===== src/rtl/axis_rate_limiter_pkg.sv =====
// Shared definitions for the axis_* stream blocks: clog2 constant function,
// reset/valid idle levels, and the token-bucket update operation type.
package axis_rate_limiter_pkg;

   // Level of the synchronous reset input when reset is asserted.
   localparam logic RST_ACTIVE = 1'b1;
   // Level of a valid output while no beat is held.
   localparam logic VALID_IDLE = 1'b0;

   // What happens to the token count in a given cycle.
   typedef enum logic [1:0] {
      TOK_HOLD  = 2'd0,
      TOK_EARN  = 2'd1,
      TOK_SPEND = 2'd2
   } tok_op_e;

   // Number of bits needed to encode value-1; callers pass BURST+1 to size a counter 0..BURST.
   function automatic int clog2(input int value);
      int result;
      int remain;
      result = 0;
      remain = value - 1;
      while (remain > 0) begin
         result = result + 1;
         remain = remain >> 1;
      end
      return result;
   endfunction

endpackage


===== src/rtl/axis_pipe_reg.sv =====
// One-entry valid/ready register slice. The enable input gates acceptance so an
// outer block can throttle the stream without touching the data path.
module axis_pipe_reg
   import axis_rate_limiter_pkg::*;
#(
   parameter int WIDTH = 8
)(
   input  logic             clock,
   input  logic             reset,
   input  logic             enable,
   input  logic [WIDTH-1:0] idata,
   input  logic             ivalid,
   output logic             iready,
   output logic [WIDTH-1:0] odata,
   output logic             ovalid,
   input  logic             oready,
   output logic             accept
);

   // The slot can take a new beat when allowed and either empty or draining this cycle.
   assign iready = enable && (!ovalid || oready);
   assign accept = ivalid && iready;

   // Output stage: capture on accept, drop valid once the sink takes the beat.
   always_ff @(posedge clock) begin
      if (reset == RST_ACTIVE) begin
         ovalid <= VALID_IDLE;
         odata  <= '0;
      end else if (accept) begin
         ovalid <= 1'b1;
         odata  <= idata;
      end else if (ovalid && oready) begin
         ovalid <= VALID_IDLE;
      end
   end

endmodule


===== src/rtl/axis_rate_limiter.sv =====
// Token-bucket rate limiter for an AXI-stream. A down-counting tick timer earns
// one token per active period, up to BURST banked tokens; each accepted beat
// spends one. The period is runtime-loadable through period/period_load.
// Optional stall statistics: define AXIS_RATE_LIMITER_STATS_EN to build the
// stall_count counter; otherwise stall_count is tied to zero.
module axis_rate_limiter
   import axis_rate_limiter_pkg::*;
#(
   parameter int          WIDTH          = 8,
   parameter int          PERIOD_WIDTH   = 32,
   parameter int unsigned DEFAULT_PERIOD = 133000000,
   parameter int          BURST          = 1
)(
   input  logic                            clock,
   input  logic                            reset,
   input  logic [PERIOD_WIDTH-1:0]         period,
   input  logic                            period_load,
   input  logic [WIDTH-1:0]                idata,
   input  logic                            ivalid,
   output logic                            iready,
   output logic [WIDTH-1:0]                odata,
   output logic                            ovalid,
   input  logic                            oready,
   output logic [clog2(BURST+1)-1:0]       tokens,
   output logic [31:0]                     stall_count
);

   localparam int TW = clog2(BURST + 1);
   localparam logic [TW-1:0] TOK_ONE  = TW'(1);
   localparam logic [TW-1:0] TOK_FULL = TW'(BURST);
   localparam logic [PERIOD_WIDTH-1:0] P_ONE = PERIOD_WIDTH'(1);
   localparam logic [PERIOD_WIDTH-1:0] DEFAULT_P = PERIOD_WIDTH'(DEFAULT_PERIOD);
   // A period of 0 behaves as 1, so its reload value is 0 as well.
   localparam logic [PERIOD_WIDTH-1:0] DEFAULT_RELOAD =
      (DEFAULT_PERIOD == 0) ? '0 : PERIOD_WIDTH'(DEFAULT_PERIOD - 1);

   logic [PERIOD_WIDTH-1:0] active_period;
   logic [PERIOD_WIDTH-1:0] tick_cnt;
   logic [PERIOD_WIDTH-1:0] reload_val;
   logic [PERIOD_WIDTH-1:0] load_val;
   logic                    tick;
   logic                    accept;
   logic                    have_token;
   tok_op_e                 tok_op;
   logic [TW-1:0]           tokens_next;

   assign reload_val = (active_period == '0) ? '0 : active_period - P_ONE;
   assign load_val   = (period == '0) ? '0 : period - P_ONE;
   // A period load restarts the timer, so it suppresses a tick that would land in the same cycle.
   assign tick       = !period_load && (tick_cnt == '0);
   assign have_token = (tokens != '0);

   // Tick timer: down-count to zero, reload from the active period, restart on load.
   always_ff @(posedge clock) begin
      if (reset == RST_ACTIVE) begin
         active_period <= DEFAULT_P;
         tick_cnt      <= DEFAULT_RELOAD;
      end else if (period_load) begin
         active_period <= period;
         tick_cnt      <= load_val;
      end else if (tick_cnt == '0) begin
         tick_cnt      <= reload_val;
      end else begin
         tick_cnt      <= tick_cnt - P_ONE;
      end
   end

   // Token update: earning and spending in the same cycle cancel, so a tick is never lost while full.
   always_comb begin
      tok_op      = TOK_HOLD;
      tokens_next = tokens;
      if (tick && !accept) begin
         tok_op = TOK_EARN;
      end else if (accept && !tick) begin
         tok_op = TOK_SPEND;
      end
      case (tok_op)
         TOK_EARN:  if (tokens != TOK_FULL) tokens_next = tokens + TOK_ONE;
         TOK_SPEND: tokens_next = tokens - TOK_ONE;
         default:   tokens_next = tokens;
      endcase
   end

   // Token bank register.
   always_ff @(posedge clock) begin
      if (reset == RST_ACTIVE) begin
         tokens <= '0;
      end else begin
         tokens <= tokens_next;
      end
   end

   axis_pipe_reg #(
      .WIDTH (WIDTH)
   ) u_pipe (
      .clock  (clock),
      .reset  (reset),
      .enable (have_token),
      .idata  (idata),
      .ivalid (ivalid),
      .iready (iready),
      .odata  (odata),
      .ovalid (ovalid),
      .oready (oready),
      .accept (accept)
   );

`ifdef AXIS_RATE_LIMITER_STATS_EN
   logic [31:0] stall_q;

   // Count cycles where the source is waiting only because the bucket is empty.
   always_ff @(posedge clock) begin
      if (reset == RST_ACTIVE) begin
         stall_q <= '0;
      end else if (ivalid && !have_token) begin
         stall_q <= stall_q + 32'd1;
      end
   end

   assign stall_count = stall_q;
`else
   assign stall_count = '0;
`endif

endmodule


===== config.mk =====
export PLATFORM = sky130hd
export DESIGN_NAME = axis_rate_limiter
export DESIGN_NICKNAME = d
export VERILOG_FILES = /design/src/rtl/axis_rate_limiter_pkg.sv /design/src/rtl/axis_pipe_reg.sv /design/src/rtl/axis_rate_limiter.sv
export SDC_FILE = /design/constraint.sdc
export NUM_CORES = 1
export LEC_CHECK = 0
export CAP_MARGIN = 40
export CORE_MARGIN = 3
export CORE_UTILIZATION = 58
export CTS_CLUSTER_DIAMETER = 100
export CTS_CLUSTER_SIZE = 16
export DETAILED_ROUTE_END_ITERATION = 7
export PLACE_DENSITY = 0.85
export SLEW_MARGIN = 20
export SYNTH_ARGS = -nofsm -noshare
export SYNTH_HDL_FRONTEND = slang
export SYNTH_SLANG_ARGS = --single-unit

===== constraint.sdc =====
create_clock -name clock -period 9.5 [get_ports clock]
set_clock_uncertainty 0.1 [all_clocks]
set_input_delay 1.9 -clock clock [delete_from_list [all_inputs] [get_ports clock]]
set_output_delay 1.9 -clock clock [all_outputs]
set_load 0.005 [all_outputs]

Yosys cells after proc, flatten, opt, wreduce, memory -nomap -nowiden:

Index checks and enable logic that the tools add are counted.

* flip-flop bits (word level): 74
* output and inout bits: 43
* logic and storage cells: 38

* $add $sub $neg: 5
* equality and inequality tests: 2
* multiplexer cells: 10
* reductions and logical operators: 16

Operators with widths (count)
* $mux 32: 4
* $logic_not 32->1: 3
* $sub 32x1->32 const B: 3
* $logic_and 1x1->1: 6
* $logic_not 1->1: 4
* $mux 2: 2
* $reduce_bool 2->1: 2
* $mux 1: 3
* $eq 2x1->1 const B: 1
* $eq 2x2->1 const B: 1
* $pmux 1 s2: 1
* $add 1x1->1 const B: 1
* $logic_or 1x1->1: 1
* $sub 1x1->1 const B: 1

Depth between registers and ports, before layout:

* depth after elaboration: 9
* depth in mapped cells: 11
* depth with buffers taken out: 11

Hierarchy:

A second synthesis with hierarchy kept.

* cells, all modules: 650
* area total of the unflattened synthesis: 5288.8 µm²

By module, submodules not included
* axis_rate_limiter: times used 1, cells each 610, area an instance 4868.4 µm²
* axis_pipe_reg: times used 1, cells each 40, area an instance 420.4 µm²

Worst setup path before layout:

OpenSTA, ideal clock, no wires.

* kind: input to register
* from: input port period[19]
* to: register tick_cnt[22]
* library setup time: 127 ps
* arrival time: 4272 ps
* required time: 9273 ps
* slack: 5001 ps
* stages: 8
* path buffers: 2
* cells stage by stage: or4_4 > or4_4 > or4_4 > buf_6 > and2_4 > buf_6 > a22o_1 > or3_1

* longest elaborated chain between the ends: 3

Ends and longest elaborated chain
* start: declaration: line axis_rate_limiter.sv:16 `input logic [PERIOD_WIDTH-1:0] period,`
* $sub 32x1->32 or $logic_not 32->1 (tied branches): line axis_rate_limiter.sv:48 `assign load_val = (period == '0) ? '0 : period - P_ONE;`
* $mux 32 *: line axis_rate_limiter.sv:48
* $mux 32 *: line axis_rate_limiter.sv:58 `end else if (period_load) begin`
* end signal: assignment: line axis_rate_limiter.sv:60 `tick_cnt <= load_val;`
* end signal: assignment: line axis_rate_limiter.sv:62 `tick_cnt <= reload_val;`
* end signal: assignment: line axis_rate_limiter.sv:64 `tick_cnt <= tick_cnt - P_ONE;`
* end: declaration: line axis_rate_limiter.sv:38 `logic [PERIOD_WIDTH-1:0] tick_cnt;`

Mark *: on every way between the ends. The rest lies on a longest branch, timed or not.
A chain may end at the register's enable or synchronous reset.

Final worst setup path:

* from: input port oready
* to: output port iready

* longest elaborated chain between the ends: 2

Ends and longest elaborated chain
* start: declaration: line axis_rate_limiter.sv:23 `input logic oready,`
* $logic_or 1x1->1: line axis_pipe_reg.sv:21 `assign iready = enable && (!ovalid || oready);`
* $logic_and 1x1->1: line axis_pipe_reg.sv:21
* end: declaration: line axis_rate_limiter.sv:20 `output logic iready,`

Every way passes these cells.

==> flow_metrics.py <==
metrics = {
    "outcome": {
        "outcome": "complete, no violations",
    },
    "yosys": {
        "synthAdderAreaFrac_pct": 1.52,
        "ys_ff_latch": 74,
        "synth_xor_area_share_pct": 12.7,
        "dominantRegCellSynth": "dfxtp_1",
        "synth_edf_count": 0,
        "synth_area_um2": 4950,
        "async_flop_share_pct": 0,
        "yosysSeqAreaShare_pct": 29.9,
        "syn_area_per_cell_um2": 8.15,
        "synth-compound-area-share_pct": 11.5,
        "synth-simple-area-share_pct": 27.0,
        "synth.distinct_cells": 49,
        "synthMuxAreaShare_pct": 8.69,
        "syn_inst": 608,
        "synth_top_family_by_area": "simple AND/OR/NAND/NOR gates",
        "yosysWarnings": 0,
    },
    "power_and_ir_drop": {
        "combinationalPowerShare_pct": 15.1,
        "switching_power_uw": 200,
        "p_per_area_nw_per_um2": 133,
        "clkPwrFrac_pct": 38.6,
        "intPower_uw": 554,
        "pwr-share-seq_pct": 46.2,
        "ir_worst_vdd_mv": 0.122,
        "p_sw_share_pct": 26.5,
        "p_leak_uw": 0.00216,
    },
    "layout": {
        "areaGrowthSynthToFinish_pct": 14.1,
        "layout_common_cells": "74 x dfxtp_1, 61 x nor2_1, 53 x clkdlybuf4s50_1",
        "final_common_cell": "dfxtp_1",
        "num_antenna_cells": 0,
        "final_cells": 758,
        "drive_above_1_share_pct": 4.75,
        "final_util_pct": 68.4,
        "fin_nets": 699,
    },
    "place": {
        "portBuffers": 55,
        "dpl_worst_slack_ns": 4.24,
        "dpl.hpwl_um": 10200,
        "dp_cells": 742,
        "gp_congestion": 1.00,
    },
    "timing": {
        "slew_viol_final": 0,
        "setup_tns_ns": 0,
        "grt_setup_unrepaired": "false",
        "fin_crit_ns": 5.20,
        "fmax_mhz": 192,
        "min_period_over_period_pct": 54.7,
        "slew_headroom_pct": 34.5,
        "finalHoldViolations": 0,
        "tightest_slew_ns": 0.973,
        "fin_ws_ns": 4.30,
        "setup_viol": 0,
    },
    "global_routing": {
        "gr-total-overflow": 0,
        "track_usage_pct": 27.8,
        "grt_max_degree": 47,
        "grt_pass1_vias": 4234,
        "grt_pass1_wl_um": 21800,
        "antenna_found_initial": 0,
    },
    "critical_path": {
        "cp_slowest_cell": "clkdlybuf4s50_1",
        "reg2reg_slack_ns": 6.29,
        "path_cells": "clkdlybuf4s50_1 > nand2b_1 > and2_0 > clkdlybuf4s50_1",
        "cp-start-kind": "primary input",
        "critPathCaptureType": "primary output",
        "cp.arrival_ns": 3.20,
        "cpPeakStageDelay_ns": 0.52,
        "cp.required_ns": 7.50,
        "path_common_cell": "clkdlybuf4s50_1",
        "crit_type": "in -> out",
        "path_max_fanout": 2,
    },
    "route": {
        "ant_nets": 0,
        "drcViolationCount": 0,
        "via_per_inst": 6.35,
        "totalWireLength_um": 13800,
        "via_count": 4814,
        "drt_iter0_drc": 566,
        "firstDrtPassIters": 5,
        "wl_per_cell_um": 18.2,
    },
    "clocking": {
        "root_buffer": "clkbuf_8",
        "cts_hold_buf": 0,
        "cts_buffers": 9,
        "cts_tree": "yes",
        "ctsHtreeMaxLevel": 3,
        "clock_sinks": 74,
        "path_clk_slew_ns": 0.07,
        "cts_resized": 0,
        "clk_path_buf_depth": 2,
        "postCtsSetupBuffers": 0,
        "clock_latency_ns": 0.35,
    },
    "hold_path": {
        "hold_path_class": "reg -> reg",
    },
    "die": {
        "num_rows": 33,
        "dieArea_um2": 9680,
        "start_util_pct": 60.0,
        "core_um2": 8260,
        "ioPinCount": 88,
        "die_y_um": 98.4,
        "fp.dieW_um": 98.4,
    },
    "job": {
        "maxCapViolations": 0,
    },
}
-- per-stage QoR --
step | power, µW | area, µm² | hold slack, ns
2_1_floorplan | 428 | 5070 | 0.379
3_3_place_gp | 460 | 5390 | 0.373
3_5_place_dp | 465 | 5420 | 0.389
4_1_cts | 752 | 5650 | 0.401
5_1_grt | 781 | 5650 | 0.446
6_report | 754 | 5650 | 0.396
-- registers in the layout, summed over array words and instances (netlist names) --
name           cells
u_pipe.ovalid      1
tick_cnt          32
tokens             1
u_pipe.odata       8
active_period     32
-- synthesized netlist by cell type, types with 2 or more instances --
cell type | number | area, µm²
a211oi_1 | 5 | 37.5
a21oi_1 | 5 | 25.0
a221oi_1 | 16 | 140
a221oi_2 | 2 | 30.0
a2bb2oi_1 | 2 | 17.5
a31oi_1 | 3 | 18.8
a32oi_1 | 2 | 17.5
buf_1 | 3 | 11.3
buf_4 | 32 | 240
buf_6 | 3 | 33.8
clkbuf_1 | 22 | 82.6
dfxtp_1 | 74 | 1480
ha_1 | 6 | 75.1
inv_1 | 15 | 56.3
mux2i_1 | 43 | 430
nand2_1 | 50 | 188
nand2b_1 | 4 | 25.0
nand3_1 | 13 | 65.1
nand3b_1 | 5 | 37.5
nand4_1 | 3 | 18.8
nand4b_1 | 4 | 35.0
nor2_1 | 61 | 229
nor3_1 | 34 | 170
nor3b_1 | 4 | 30.0
nor4_1 | 37 | 231
nor4b_1 | 5 | 43.8
o211ai_1 | 6 | 45.0
o21a_1 | 2 | 15.0
o21ai_0 | 20 | 100
o21ai_1 | 9 | 45.0
o31ai_1 | 3 | 22.5
o41ai_1 | 2 | 17.5
or2_2 | 5 | 31.3
or3_1 | 12 | 75.1
or4_1 | 10 | 75.1
or4_4 | 3 | 33.8
xnor2_1 | 22 | 193
xor2_1 | 50 | 438
-- metal layers --
| metal | global-route usage [%] | up-vias | part of all wire [%] |
|---|---|---|---|
| met5 | 0 | - | 0 |
| met3 | 5.29 | 53 | 11 |
| met1 | 38.9 | 2213 | 41 |
| met2 | 42.7 | 332 | 45 |
| li1 | - | 2216 | - |
| met4 | 10.4 | 0 | 3.0 |
-- final timing paths --
| path | startpoint | endpoint | depth (start not counted) |
|---|---|---|---|
| max | oready | iready | 4 |
| min reg2reg | u_pipe.odata[4] | u_pipe.odata[4] | 2 |
| max reg2reg | active_period[0] | tick_cnt[22] | 8 |
| min | u_pipe.odata[4] | u_pipe.odata[4] | 2 |
-- cells by family (layout without fill, tap and decap cells) --
group,after synthesis,in the layout
buffers and inverters,75,89
adders and majority gates,6,6
muxes,43,43
DFF,74,74
other,1,32
and+or+nand+nor,256,256
xor gates and xnor gates,72,72
AOI/OAI and AO/OA,81,81
-- worst max-delay path, delay by kind of cell --
family,cells,cell delay (ns)
AND/OR/NAND/NOR,2,0.32
buffers and inverters,2,0.97
-- power by group through the flow --
stage               Combinational [µW]  Clock (µW)  Sequential [µW]
floorplan                         78.0           0              350
global placement                   106           0              353
detailed placement                 110           0              355
CTS                                111         293              348
global route                       123         307              351
finish                             114         291              349
-- area by class of cell --
class                   instances  area, µm²
multi-input cells             490       3160
flip-flops and latches         74       1480
clock buffers                  11        131
well taps                     105        131
repair buffers                 58        583
fillers                       670       2610
clock inverters                 5        103
inverters                      15       56.3
No activity file was read; power rests on OpenSTA's default activity.
